File: src/rtl/conv_window_reader_pkg.sv
// Shared constants and state encoding for the 5x5 window read sequencer.
package conv_window_reader_pkg;

  localparam int unsigned DATA_WIDTH = 8;
  localparam int unsigned IMG_W      = 48;
  localparam int unsigned IMG_H      = 48;
  localparam int unsigned K          = 5;
  localparam int unsigned ADDR_WIDTH = 12;
  localparam int unsigned OUT_W      = IMG_W - K + 1;
  localparam int unsigned OUT_H      = IMG_H - K + 1;
  localparam int unsigned COORD_W    = 6;

  typedef enum logic [1:0] {
    ST_IDLE   = 2'd0,
    ST_FILL   = 2'd1,
    ST_STREAM = 2'd2,
    ST_DRAIN  = 2'd3
  } state_e;

endpackage

File: src/rtl/conv_window_reader_raster_addr_gen.sv
// Raster row/column counters with a row-base accumulator; address = row_base + col.
module raster_addr_gen #(
  parameter int unsigned IMG_W      = 48,
  parameter int unsigned LAST_ROW   = 43,
  parameter int unsigned ADDR_WIDTH = 12,
  parameter int unsigned COORD_W    = 6
) (
  input  logic                  clk,
  input  logic                  rst,
  input  logic                  i_clear,
  input  logic                  i_step,
  output logic [COORD_W-1:0]    o_row,
  output logic [COORD_W-1:0]    o_col,
  output logic [ADDR_WIDTH-1:0] o_addr,
  output logic                  o_col_last,
  output logic                  o_row_last
);

  logic [COORD_W-1:0]    r_row;
  logic [COORD_W-1:0]    r_col;
  logic [ADDR_WIDTH-1:0] r_row_base;

  assign o_col_last = (r_col == COORD_W'(IMG_W - 1));
  assign o_row_last = (r_row == COORD_W'(LAST_ROW));
  assign o_row      = r_row;
  assign o_col      = r_col;
  assign o_addr     = r_row_base + ADDR_WIDTH'(r_col);

  // Advance one pixel per step; the final position of the frame holds until cleared.
  always_ff @(posedge clk) begin
    if (rst || i_clear) begin
      r_row      <= '0;
      r_col      <= '0;
      r_row_base <= '0;
    end else if (i_step) begin
      if (o_col_last) begin
        if (!o_row_last) begin
          r_col      <= '0;
          r_row      <= r_row + COORD_W'(1);
          r_row_base <= r_row_base + ADDR_WIDTH'(IMG_W);
        end
      end else begin
        r_col <= r_col + COORD_W'(1);
      end
    end
  end

endmodule

File: src/rtl/conv_window_reader.sv
// Walks the line buffer in raster order and streams 5x5 windows over valid/ready.
module conv_window_reader #(
  parameter int unsigned DATA_WIDTH = conv_window_reader_pkg::DATA_WIDTH,
  parameter int unsigned IMG_W      = conv_window_reader_pkg::IMG_W,
  parameter int unsigned IMG_H      = conv_window_reader_pkg::IMG_H,
  parameter int unsigned ADDR_WIDTH = conv_window_reader_pkg::ADDR_WIDTH
) (
  input  logic                            clk,
  input  logic                            rst,
  input  logic                            start,
  output logic                            busy,
  output logic                            done,
  output logic                            buf_ce,
  output logic                            buf_we,
  output logic [ADDR_WIDTH-1:0]           buf_addr,
  input  logic [5*DATA_WIDTH-1:0]         buf_q,
  output logic                            win_valid,
  input  logic                            win_ready,
  output logic [25*DATA_WIDTH-1:0]        win_data,
  output logic [5:0]                      win_row,
  output logic [5:0]                      win_col,
  output logic                            win_last
);

  import conv_window_reader_pkg::*;

  localparam int unsigned COL_W = K * DATA_WIDTH;
  localparam int unsigned WIN_W = K * COL_W;
  localparam int unsigned CW    = COORD_W;

  state_e             r_state;
  logic               r_busy;
  logic               r_done;
  logic               r_win_valid;
  logic               r_win_last;
  logic [WIN_W-1:0]   r_win_data;
  logic [CW-1:0]      r_win_row;
  logic [CW-1:0]      r_win_col;

  logic                  w_cap;
  logic                  w_accept;
  logic                  w_clear;
  logic [CW-1:0]         w_row;
  logic [CW-1:0]         w_col;
  logic [ADDR_WIDTH-1:0] w_addr;
  logic                  w_col_last;
  logic                  w_row_last;

  assign w_accept = r_win_valid && win_ready;
  assign w_cap    = ((r_state == ST_FILL) || (r_state == ST_STREAM)) && (!r_win_valid || win_ready);
  assign w_clear  = (r_state == ST_DRAIN) && w_accept;

  raster_addr_gen #(
    .IMG_W      (IMG_W),
    .LAST_ROW   (IMG_H - K),
    .ADDR_WIDTH (ADDR_WIDTH),
    .COORD_W    (CW)
  ) u_addr_gen (
    .clk        (clk),
    .rst        (rst),
    .i_clear    (w_clear),
    .i_step     (w_cap),
    .o_row      (w_row),
    .o_col      (w_col),
    .o_addr     (w_addr),
    .o_col_last (w_col_last),
    .o_row_last (w_row_last)
  );

  // Sequencer: fill four columns per row, stream the rest, drain the last window.
  always_ff @(posedge clk) begin
    if (rst) begin
      r_state     <= ST_IDLE;
      r_busy      <= 1'b0;
      r_done      <= 1'b0;
      r_win_valid <= 1'b0;
      r_win_last  <= 1'b0;
      r_win_row   <= '0;
      r_win_col   <= '0;
    end else begin
      r_done <= 1'b0;
      case (r_state)
        ST_IDLE: begin
          if (start) begin
            r_state <= ST_FILL;
            r_busy  <= 1'b1;
          end
        end
        ST_FILL: begin
          if (w_accept) r_win_valid <= 1'b0;
          if (w_cap && (w_col == CW'(K - 2))) r_state <= ST_STREAM;
        end
        ST_STREAM: begin
          // A stalled window blocks capture, so accept always coincides with a new load.
          if (w_cap) begin
            r_win_valid <= 1'b1;
            r_win_row   <= w_row;
            r_win_col   <= w_col - CW'(K - 1);
            r_win_last  <= w_col_last && w_row_last;
            if (w_col_last) r_state <= w_row_last ? ST_DRAIN : ST_FILL;
          end
        end
        ST_DRAIN: begin
          if (w_accept) begin
            r_win_valid <= 1'b0;
            r_win_last  <= 1'b0;
            r_done      <= 1'b1;
            r_busy      <= 1'b0;
            r_state     <= ST_IDLE;
          end
        end
        default: r_state <= ST_IDLE;
      endcase
    end
  end

  // Window shift register: newest column enters at the low end.
  always_ff @(posedge clk) begin
    if (rst) begin
      r_win_data <= '0;
    end else if (w_cap) begin
      r_win_data <= {r_win_data[WIN_W-COL_W-1:0], buf_q};
    end
  end

  assign busy      = r_busy;
  assign done      = r_done;
  assign buf_ce    = r_busy;
  assign buf_we    = 1'b0;
  assign buf_addr  = w_addr;
  assign win_valid = r_win_valid;
  assign win_data  = r_win_data;
  assign win_row   = r_win_row;
  assign win_col   = r_win_col;
  assign win_last  = r_win_last;

endmodule
File: config.mk
export PLATFORM = sky130hd
export DESIGN_NAME = conv_window_reader
export DESIGN_NICKNAME = d
export VERILOG_FILES = /design/src/rtl/conv_window_reader_pkg.sv /design/src/rtl/conv_window_reader_raster_addr_gen.sv /design/src/rtl/conv_window_reader.sv
export SDC_FILE = /design/constraint.sdc
export NUM_CORES = 1
export LEC_CHECK = 0
export ABC_AREA = 1
export BUFFER_PORTS_ARGS = -buffer_cell sky130_fd_sc_hd__buf_2
export CAP_MARGIN = 10
export CORE_ASPECT_RATIO = 0.7
export CORE_UTILIZATION = 40
export CTS_BUF_LIST = sky130_fd_sc_hd__clkbuf_4
export CTS_CLUSTER_SIZE = 14
export DETAILED_ROUTE_END_ITERATION = 10
export PLACE_DENSITY = 0.62
export RECOVER_POWER = 100
export SYNTH_ARGS = -nofsm -noshare
export SYNTH_HDL_FRONTEND = slang
export SYNTH_HIERARCHICAL = 1
export SYNTH_SLANG_ARGS = --single-unit
export TNS_END_PERCENT = 10
File: constraint.sdc
create_clock -name clk -period 5.5 [get_ports clk]
set_clock_uncertainty 0.05 [all_clocks]
set_input_delay 0.55 -clock clk [delete_from_list [all_inputs] [get_ports clk]]
set_output_delay 0.55 -clock clk [all_outputs]
set_load 0.03 [all_outputs]
After elaboration in Yosys (flattened, before gate mapping)
Cells that the tools add are included.
{"block": "word_totals", "reg_bits": 242, "latch_bits": 0, "ramBits": 0, "rom_bits": 0, "in_bits": 44, "output_inout_bits": 230, "word_cells": 70, "mem_count": 0}
{"block": "op_classes", "n_addsub": 5, "multipliers": 0, "n_div": 0, "order_cmp": 0, "n_eq_ne": 13, "shifts": 0, "muxes": 17, "n_bitwise": 2, "reduce_logical": 22}
{"cell": "12-bit by 6-bit adder with 12-bit output", "count": 1}
{"cell": "12-bit by 6-bit adder with 12-bit output (second input constant)", "count": 1}
{"cell": "6-bit by 1-bit adder with 6-bit output (second input constant)", "count": 2}
{"cell": "6-bit equality test (second input constant)", "count": 2}
{"cell": "2-bit two-way mux", "count": 6}
{"cell": "6-bit two-way mux", "count": 2}
{"cell": "3-bit AND reduction", "count": 4}
{"cell": "2-bit inequality test (second input constant)", "count": 5}
{"cell": "2-bit one-hot mux with 4 select lines", "count": 1}
{"cell": "6-bit by 2-bit equality test with 1-bit output (second input constant)", "count": 1}
{"cell": "1-bit one-hot mux with 2 select lines", "count": 3}
{"cell": "2-bit nonzero test", "count": 3}
{"cell": "6-bit by 3-bit subtractor with 6-bit output (second input constant)", "count": 1}
{"cell": "1-bit logical AND", "count": 5}
{"cell": "1-bit two-way mux", "count": 5}
{"cell": "5-bit AND reduction", "count": 1}
{"cell": "2-bit equality test (second input constant)", "count": 2}
{"cell": "2-bit by 1-bit inequality test with 1-bit output (second input constant)", "count": 2}
{"cell": "2-bit AND reduction", "count": 2}
{"cell": "2-bit OR reduction", "count": 2}
{"cell": "1-bit logical OR", "count": 3}
{"cell": "2-bit by 1-bit equality test with 1-bit output (second input constant)", "count": 1}
{"cell": "2-bit zero test", "count": 1}
{"cell": "1-bit inverter", "count": 2}
{"cell": "1-bit zero test", "count": 1}

Longest topological paths before layout
{"block": "depth", "ltp_word": 6, "ltp_mapped": 10, "mapped_depth_nobuf": 9}

By module
Netlist, hierarchy kept.
{"mod": "conv_window_reader", "n_inst": 1, "cells_per_inst": 989, "area_each_um2": 7722.4, "seq_area_each_um2": 4364.2}
{"mod": "raster_addr_gen", "n_inst": 1, "cells_per_inst": 192, "area_each_um2": 1313.8, "seq_area_each_um2": 400.4}

Worst setup path before layout
OpenSTA, ideal clock, no wires.
{"block": "synth_timing", "path_kind": "register to output", "startpoint": "register u_addr_gen.r_col[4] (netlist: u_addr_gen/o_col[4])", "endpoint": "output port buf_addr[10]", "arrival_ns": 1.813, "t_required_ns": 4.900, "slack_ns": 3.087, "stages_incl_launch_ff": 6, "cell_sequence": "dfxtp_1 ha_1 inv_1 fa_1 nor3_1 xor2_1"}
{"block": "synth_via", "elab_chain_cells": 1}
{"item": "start: declaration", "line_no": "conv_window_reader_raster_addr_gen.sv:20", "rtl": "logic [COORD_W-1:0] r_col;"}
{"item": "start signal: assignment", "line_no": "conv_window_reader_raster_addr_gen.sv:43", "rtl": "r_col <= r_col + COORD_W'(1);"}
{"item": "12-bit by 6-bit adder with 12-bit output", "line_no": "conv_window_reader_raster_addr_gen.sv:27", "rtl": "assign o_addr = r_row_base + ADDR_WIDTH'(r_col);"}
{"item": "end: declaration", "line_no": "conv_window_reader.sv:15", "rtl": "output logic [ADDR_WIDTH-1:0] buf_addr,"}
Every way passes these cells.

Final worst setup path
{"block": "layout_timing", "startpoint": "register r_state[1]", "endpoint": "register r_win_row[2] (netlist: win_row[2])"}
{"block": "layout_via", "elab_chain_cells": 4, "word_cells_on_any_way": 5, "classes_between": "eq/ne: 2; reduce/logical: 3"}
{"item": "start: declaration", "line_no": "conv_window_reader.sv:31", "rtl": "state_e r_state;"}
{"item": "start signal: assignment", "line_no": "conv_window_reader.sv:100", "rtl": "if (w_col_last) r_state <= w_row_last ? ST_DRAIN : ST_FILL;"}
{"item": "2-bit by 1-bit equality test with 1-bit output / 2-bit equality test (equally long branches)", "line_no": "conv_window_reader.sv:50, conv_window_reader.sv:82"}
{"item": "1-bit logical OR", "line_no": "conv_window_reader.sv:50", "rtl": "assign w_cap = ((r_state == ST_FILL) || (r_state == ST_STREAM)) && (!r_win_valid || win_ready);"}
{"item": "1-bit logical AND", "line_no": "conv_window_reader.sv:50"}
{"item": "2-bit AND reduction (no source line) (*)"}
{"item": "end signal: assignment", "line_no": "conv_window_reader.sv:97", "rtl": "r_win_row <= w_row;"}
{"item": "end: declaration", "line_no": "conv_window_reader.sv:37", "rtl": "logic [CW-1:0] r_win_row;"}
Mark *: on every way between the ends. The rest lies on a longest branch, timed or not.
A chain may end at the register's enable or synchronous reset.

==> results by group <==
Power
  • Leak pwr: 0.00440 uW
  • Pwr dens: 655 nW/um2
  • Maximum vdd drop: 0.278 mV
  • Design Power: 7070 uW

Clock network
  • Clock Sinks: 238
  • Worst-skew pair later-pin latency: 0.67 ns
  • Htree depth: 2
  • Clock slew at reported path FFs: 0.06 ns
  • Post-CTS setup buffers: 0
  • Root buf cell: clkbuf_4
  • Clock Path Buffers: 3
  • Cts hold-fix bufs: 0
  • Num CTS Buffers: 57
  • TritonCTS clock tree: yes
  • PostCTS Resize Cnt: 0

Floorplanning
  • Core area: 21900 um2
  • # rows: 45
  • Width of the die: 182 um
  • Die area: 23200 um2
  • Die span in y: 128 um
  • Initial Utilization: 0.413
  • Io pins: 274

Routing
  • Via/cell ratio: 4.71
  • Vias: 8258
  • DRT Wirelength: 25300 um
  • Post-route ant nets: 0
  • Drt pass-1 iters: 5
  • Initial drt markers: 575
  • Routed wire per std cell: 14.5 um
  • Residual DRC: 0

STA
  • Slew Limit Fails: 0
  • Final number of setup-violating endpoints: 0
  • Final setup TNS: 0 ns
  • Unrepaired setup endpoints after global routing: no
  • Tmin final: 3.25 ns
  • Slew at the pin closest to its max-slew limit: 1.14 ns
  • Final cycle utilization of the critical path: 0.592
  • Headroom to the max-slew limit: 0.239
  • Max Freq: 307 MHz
  • Final hold viol count: 0

Finish
  • Layout area overhead: 19.3%
  • Commonest non-fill, non-tap cell in the layout: nor2_1
  • Nets: 1494
  • Commonest non-fill, non-tap cells in the layout: nor2_1 (446), dfxtp_1 (238), clkbuf_1 (229), o21ai_0 (212), clkbuf_4 (84)
  • Util after Layout: 0.492
  • Share of cells above drive strength 1: 0.102

Global routing
  • Global-route wire length before repair: 39000 um
  • Global route total overflow: 0
  • GRT Total Usage: 0.210
  • Initial antenna violation count: 3
  • Vias in the first global route: 7218
  • Largest net degree at the start of global routing: 130

Hold path
  • Min-Delay Path Class: in -> reg
  • Worst hold start: rst

Yosys
  • Post-Syn Area: 9040 um2
  • Post-Synthesis Cells: 1181
  • Warnings from Yosys: 6
  • Mean Syn Cell Area: 7.65 um2
  • Flops & latches, synth: 238
  • Seq/Total Area, Yosys: 0.527
  • Synth cell types: 31
  • Synthesized net count: 1237

Placed design
  • Port Buffer Count: 272
  • GPL Wtd Cong: 0.824
  • DP HPWL: 17100 um

Status
  • Status: complete, no violations

Setup path
  • CP Capture Type: register
  • CP Max Fanout: 129
  • RR Startpoint: r_state[1]$_SDFFE_PP0P_
  • Startpoint Class: register
  • Worst path arrival time: 3.76 ns
  • CP Class: reg -> reg
  • Worst setup path start: r_state[1]$_SDFFE_PP0P_
  • Worst path required time: 6.01 ns

Flow run
  • Max_cap viols: 0
[routing by layer]
metal,vias to the layer above,GRT usage,wire length (um)
met5,-,0,9
met4,2,0.0828,620
met3,50,0.0668,1730
met2,255,0.270,9700
met1,3627,0.317,13300
li1,4324,-,-
[worst max-delay path, cell delays in order, from the launching register on]
cell	delay (ns)
dfxtp_1	0.44
inv_1	0.10
ha_1	0.38
nand2_8	0.40
nor2_1	1.03
inv_1	0.41
nor2_1	0.26
nor2_1	0.07
[synthesized netlist by cell type, drive strengths merged]
| master | n | area, um2 |
|---|---|---|
| conb | 1 | 3.75 |
| nand3b | 1 | 7.51 |
| nand4 | 2 | 12.5 |
| fa | 1 | 20.0 |
| ha | 11 | 138 |
| o21ai | 219 | 1100 |
| xor2 | 9 | 78.8 |
| nand2 | 84 | 340 |
| a21oi | 27 | 161 |
| nor2 | 449 | 1710 |
| dfxtp | 238 | 4760 |
| clkinv | 2 | 8.75 |
| nor3 | 2 | 10.0 |
| buf | 56 | 330 |
| xnor2 | 4 | 35.0 |
| inv | 34 | 128 |
| clkbuf | 21 | 78.8 |
| o211ai | 2 | 15.0 |
| a31oi | 2 | 12.5 |
| nand3 | 16 | 85.1 |
[layout make-up]
class,instances,area (um2)
Antenna cell,1,2.50
Clock buffer,84,631
Clock inverter,6,48.8
Fill cell,2380,11100
Inverter,36,144
Multi-Input combinational cell,830,3720
Sequential cell,238,4760
Tap cell,282,353
Timing Repair Buffer,275,1120
[path summary, 6_finish.rpt]
kind | to | slack (ns) | cells past startpoint
max | win_row[2]$_SDFFE_PP0P_ | 2.25 | 7
min | buf_ce$_SDFFE_PP0P_ | 0.07 | 2
max reg2reg | win_row[2]$_SDFFE_PP0P_ | 2.25 | 7
min reg2reg | win_data[198]$_SDFFE_PP0P_ | 0.43 | 2
[sequential cells by signal, indices dropped and copies added (netlist names)]
name / cells
win_data: 200
u_addr_gen/r_row_base: 8
u_addr_gen/o_col: 6
u_addr_gen/o_row: 6
win_col: 6
win_row: 6
r_state: 2
buf_ce: 1
done: 1
win_last: 1
win_valid: 1
[cell families (layout without fill, tap and decap cells)]
| kind of cell | Yosys count | count (layout) | synth area share |
|---|---|---|---|
| other cells | 1 | 2 | 0.000415 |
| compound gates | 250 | 250 | 0.142 |
| buf+inv | 113 | 401 | 0.0604 |
| flops | 238 | 238 | 0.527 |
| fa+ha+maj | 12 | 12 | 0.0174 |
| simple gates | 554 | 554 | 0.240 |
| xor+xnor | 13 | 13 | 0.0126 |
[per-stage QoR]
step                instance area (um2)  cells  hold WS [ns]  setup slack [ns]
CTS                               11100   1751       0.00479              2.30
floorplan                          9040   1181         0.407              3.09
global placement                  10400   1661         0.408              2.41
detailed placement                10400   1661         0.417              2.36
finish                            10800   1752        0.0726              2.25
global route                      10800   1752        0.0130              1.99
[report_power, final]
group / switching (uW) / internal [uW] / total (uW)
Clock: 666 / 731 / 1400
Sequential: 386 / 2220 / 2600
Combinational: 2340 / 731 / 3070
Note: power is estimated with default switching activity, not from simulation.
